**config.mk**
```make
export PLATFORM = sky130hd
export DESIGN_NAME = record_packer
export DESIGN_NICKNAME = d
export VERILOG_FILES = /design/src/rtl/record_packer.sv
export SDC_FILE = /design/constraint.sdc
export NUM_CORES = 2
export LEC_CHECK = 0
export CORE_MARGIN = 3
export CORE_UTILIZATION = 50
export CTS_BUF_LIST = sky130_fd_sc_hd__clkbuf_8
export DETAILED_ROUTE_END_ITERATION = 6
export GPL_TIMING_DRIVEN = 1
export PLACE_DENSITY = 0.74
export SETUP_SLACK_MARGIN = 0.1
export SYNTH_ARGS = -nofsm -noshare
export SYNTH_HDL_FRONTEND = slang
export SYNTH_SLANG_ARGS = --single-unit
```
**constraint.sdc**
```tcl
create_clock -name clk -period 63 [get_ports clk]
set_input_delay 6.3 -clock clk [delete_from_list [all_inputs] [get_ports clk]]
set_output_delay 6.3 -clock clk [all_outputs]
set_load 0.005 [all_outputs]
```
**src/rtl/record_packer.sv**
```systemverilog
// rtl/record_packer.sv - packs 32-bit words into 768-bit records for the DDR burst writer
// One assembly buffer plus a hold register (data/address) so assembly overlaps the write handshake.
module record_packer #(
    parameter logic [31:0] BASE_ADDR   = 32'h0000_0000,
    parameter int          ADDR_STEP   = 16,
    parameter int          NUM_RECORDS = 1024,
    parameter int          ACK_TIMEOUT = 4
) (
    input  logic         clk,
    input  logic         reset,
    input  logic         in_valid,
    input  logic [31:0]  in_data,
    output logic         in_ready,
    input  logic         flush,
    input  logic         busy,
    output logic         write,
    output logic [767:0] data,
    output logic [31:0]  address,
    output logic [15:0]  record_count,
    output logic         ack_err
);

    localparam logic [31:0] STEP     = 32'(ADDR_STEP);
    localparam logic [31:0] END_ADDR = BASE_ADDR + 32'(ADDR_STEP * NUM_RECORDS);
    localparam logic [7:0]  TMO_LAST = 8'(ACK_TIMEOUT - 1);

    typedef enum logic [1:0] {IDLE, ISSUE, WAIT_HI, WAIT_LO} state_t;

    state_t         state, state_next;
    logic [767:0]   asm_buf, buf_next;
    logic [4:0]     idx, idx_after;
    logic           asm_full;
    logic [31:0]    next_addr, addr_inc;
    logic [7:0]     tcnt;
    logic           accept, transfer, flush_close;

    assign in_ready = !asm_full;
    assign accept   = in_valid && !asm_full;
    assign transfer = asm_full && (state == IDLE);
    assign addr_inc = next_addr + STEP;

    // The word accepted on this edge is placed first; flush padding then clears the slots after it.
    always_comb begin
        buf_next    = asm_buf;
        idx_after   = idx;
        flush_close = 1'b0;
        if (accept) begin
            buf_next[(23 - int'(idx)) * 32 +: 32] = in_data;
            idx_after = (idx == 5'd23) ? 5'd0 : idx + 5'd1;
        end
        if (!asm_full && flush && idx_after != 5'd0) begin
            flush_close = 1'b1;
            for (int k = 0; k < 24; k++) begin
                if (k >= int'(idx_after)) buf_next[(23 - k) * 32 +: 32] = 32'h0;
            end
        end
    end

    always_ff @(posedge clk or posedge reset) begin
        if (reset) begin
            asm_buf  <= '0;
            idx      <= 5'd0;
            asm_full <= 1'b0;
        end else if (transfer) begin
            asm_full <= 1'b0;
        end else if (!asm_full) begin
            asm_buf  <= buf_next;
            idx      <= flush_close ? 5'd0 : idx_after;
            asm_full <= flush_close || (accept && idx == 5'd23);
        end
    end

    always_ff @(posedge clk or posedge reset) begin
        if (reset) begin
            data         <= '0;
            address      <= 32'h0;
            next_addr    <= BASE_ADDR;
            record_count <= 16'h0;
        end else if (transfer) begin
            data         <= asm_buf;
            address      <= next_addr;
            next_addr    <= (addr_inc == END_ADDR) ? BASE_ADDR : addr_inc;
            record_count <= record_count + 16'h1;
        end
    end

    always_comb begin
        state_next = state;
        case (state)
            IDLE:    if (asm_full) state_next = ISSUE;
            ISSUE:   state_next = WAIT_HI;
            WAIT_HI: begin
                if (busy)                  state_next = WAIT_LO;
                else if (tcnt == TMO_LAST) state_next = ISSUE;
            end
            WAIT_LO: if (!busy) state_next = IDLE;
            default: state_next = IDLE;
        endcase
    end

    always_ff @(posedge clk or posedge reset) begin
        if (reset) begin
            state   <= IDLE;
            write   <= 1'b0;
            tcnt    <= 8'h0;
            ack_err <= 1'b0;
        end else begin
            state <= state_next;
            write <= (state_next == ISSUE);
            if (state == ISSUE)
                tcnt <= 8'h0;
            else if (state == WAIT_HI && !busy)
                tcnt <= tcnt + 8'h1;
            // A retry means the writer never acknowledged; remembered until reset.
            if (state == WAIT_HI && state_next == ISSUE)
                ack_err <= 1'b1;
        end
    end

endmodule

```
==> results.json <==
{
  "outcome": "completed",
  "drc": 0,
  "min_period_over_period_pct": 15.8,
  "stdcell_count": 8547,
  "cts_num_sinks": 1626,
  "finalMaxSlewViolations": 0,
  "crit_required_ns": 63.99,
  "ys_seq_area_share_pct": 66.1,
  "synthesis.area_mm2": 0.0616,
  "mostFrequentLayoutCell": "nand2_1",
  "dieArea_mm2": 0.127,
  "drive_gt1_share_pct": 7.26,
  "setup_viol": 0,
  "dp_hpwl_um": 132000,
  "fin_crit_ns": 9.93,
  "avgSynthCellArea_um2": 10.4,
  "antenna_found_initial": 9,
  "nets": 6796,
  "placed_cells": 8091,
  "async_flop_share_pct": 100,
  "synthTopCellsByArea": "dfrtp_1, nand2_1, o2bb2ai_1",
  "overflow": 0,
  "cts_tree": "yes",
  "clk_pin_slew_ns": 0.07,
  "initial_core_util_pct": 50.5,
  "fmax_ghz": 0.101,
  "syn_inst": 5916,
  "vias": 49000,
  "dr.pass1.iters": 5,
  "stdcell_area_mm2": 0.0767,
  "hold_violations": 0,
  "ys.flop_type": "dfrtp_1",
  "worstPathMaxFanout": 174,
  "rsz0062_at_grt": "false",
  "max_cap_violations": 0,
  "synth_top_area_share_pct": 66.1,
  "tightest_slew_ns": 1.29,
  "dieWidth_um": 357,
  "setup_tns_ns": 0,
  "post_cts_resized": 0,
  "slew-limit-headroom_pct": 14.0,
  "path_cells": "clkdlybuf4s50_1 -> inv_8 -> buf_4 -> buf_12 -> buf_12 -> buf_4",
  "grt_max_degree": 216,
  "io_buffers": 851,
  "post_cts_buffers": 0,
  "drt-initial-drc-count": 4546,
  "area_growth_pct": 24.5,
  "worstSetupEndpointType": "async pin",
  "powerDensity_mw_per_mm2": 34.9,
  "hold_buffers": 0,
  "finalWeightedCongestion": 0.902,
  "vias_per_cell": 5.74,
  "first_global_vias": 49000,
  "wl_per_cell_um": 24.8,
  "min_path_type": "reg -> reg",
  "vdd_drop_max_v": 0.0000341,
  "synth_edf_count": 0,
  "row_count": 128,
  "cts_buffers": 277,
  "arrival_ns": 10.92,
  "grt_first_pass_wirelength_um": 314000,
  "die_h_um": 357,
  "worstSetupStartpointType": "primary input",
  "fill_cells": 9763,
  "clock-root-buffer": "clkbuf_8",
  "clock_latency_ns": 1.00,
  "ant_nets": 0,
  "worstSetupPathType": "in -> async",
  "ios": 856,
  "p_leak_nw": 37.9,
  "gr-usage-all-layers_pct": 33.1,
  "synth_top_cell_by_area": "dfrtp_1",
  "wl_um": 212000,
  "clock_path_buffers": 4,
  "post_dp_cell_area_mm2": 0.0715,
  "final_cell_mix": "nand2_1, dfrtp_1, clkdlybuf4s50_1, o2bb2ai_1, clkbuf_8",
  "fp.coreArea_mm2": 0.122,
  "skew_ns": 0.0777,
  "synth_warnings": 0,
  "h-tree-depth": 5,
  "synth-seq-cells": 1626,
  "slowest_stage": "buf_4",
  "ys_types": 64,
  "slowest_delay_ns": 0.80
}
## per-stage QoR
step | total power (W) | util, % | hold WS [ns] | setup slack [ns]
5_1_grt | 0.00279 | 62.8 | 0.438 | 52.48
6_report | 0.00268 | 62.8 | 0.419 | 53.07
3_3_place_gp | 0.00177 | 58.5 | 0.446 | 52.05
2_1_floorplan | 0.00151 | - | 0.439 | 10.82
3_5_place_dp | 0.00178 | 58.5 | 0.448 | 51.97
4_1_cts | 0.00269 | 62.8 | 0.420 | 53.06
## worst paths after layout
check / start / to / slack (ns) / cells after the start
worst max-delay path: reset / asm_buf[279] / 53.07 / 6
worst min-delay path: asm_buf[485] / data[485] / 0.42 / 2
worst max register to register: idx[0] / asm_buf[487] / 57.70 / 12
worst min register to register: asm_buf[485] / data[485] / 0.42 / 2
max in group clk: in_valid / asm_buf[47] / 53.64 / 8
min in group asynchronous: reset / record_count[15] / 5.92 / 2
## synthesized netlist by cell type (10+ instances only)
| cell type | instances |
|---|---|
| nor2_1 | 92 |
| o22ai_1 | 32 |
| dfrtp_1 | 1626 |
| nor3_1 | 15 |
| a21oi_1 | 46 |
| nor4_1 | 15 |
| o21ai_1 | 10 |
| nand4_1 | 20 |
| o21ai_0 | 74 |
| and3_1 | 17 |
| xnor2_1 | 40 |
| o31ai_1 | 20 |
| nand2_1 | 2666 |
| a21o_1 | 19 |
| clkbuf_1 | 303 |
| o2bb2ai_1 | 545 |
| ha_1 | 13 |
| a22o_1 | 32 |
| xor2_1 | 13 |
| inv_1 | 13 |
| buf_2 | 83 |
| nand3_1 | 48 |
| a32o_1 | 64 |
## worst max-delay path: cells and delay by family
family,cells,cell delay [ns]
buffers and inverters,6,4.03
## layout make-up
type / instances / area (µm²) / share of cell area (%)
clock buffers: 334 / 4600 / 6.00
flip-flops and latches: 1626 / 40700 / 53.1
multi-input cells: 3879 / 19400 / 25.3
inverters: 15 / 63.8 / 0.0832
repair buffers: 946 / 9280 / 12.1
clock inverters: 111 / 582 / 0.759
well taps: 1625 / 2030 / 2.65
diodes: 11 / 27.5 / 0.0359
## state kept, by name, summed over array words and instances, names as in the netlist
signal,count
ack_err,1
address,28
next_addr,28
tcnt,8
asm_full,1
write,1
data,768
record_count,16
idx,5
state,2
asm_buf,768
## routing by layer
layer  global-route usage (%)  routed length [µm]  up-vias
met1                     44.7               84300    24700
met5                        0                  13        -
met2                     48.5               93400     2534
met3                     8.66               20400      519
li1                         -                   -    21300
met4                     19.6               13600        2
## cells by family after synthesis
family / Yosys count / synth area share [%]
AND/OR/NAND/NOR: 2927 / 18.5
flip-flops: 1626 / 66.1
AO/OA/AOI/OAI: 878 / 11.6
buffers and inverters: 414 / 2.72
XOR/XNOR: 53 / 0.754
adder cells (fa/ha/maj): 14 / 0.297
multiplexers: 3 / 0.0508
other: 1 / 0.00609
## power by group
group | internal, W | switching, W | total, W
logic | 0.000139 | 0.000459 | 0.000598
clock network | 0.000492 | 0.000420 | 0.000912
registers | 0.00111 | 0.0000564 | 0.00117
total | 0.00174 | 0.000935 | 0.00268
(Power assumes the default switching activity.)
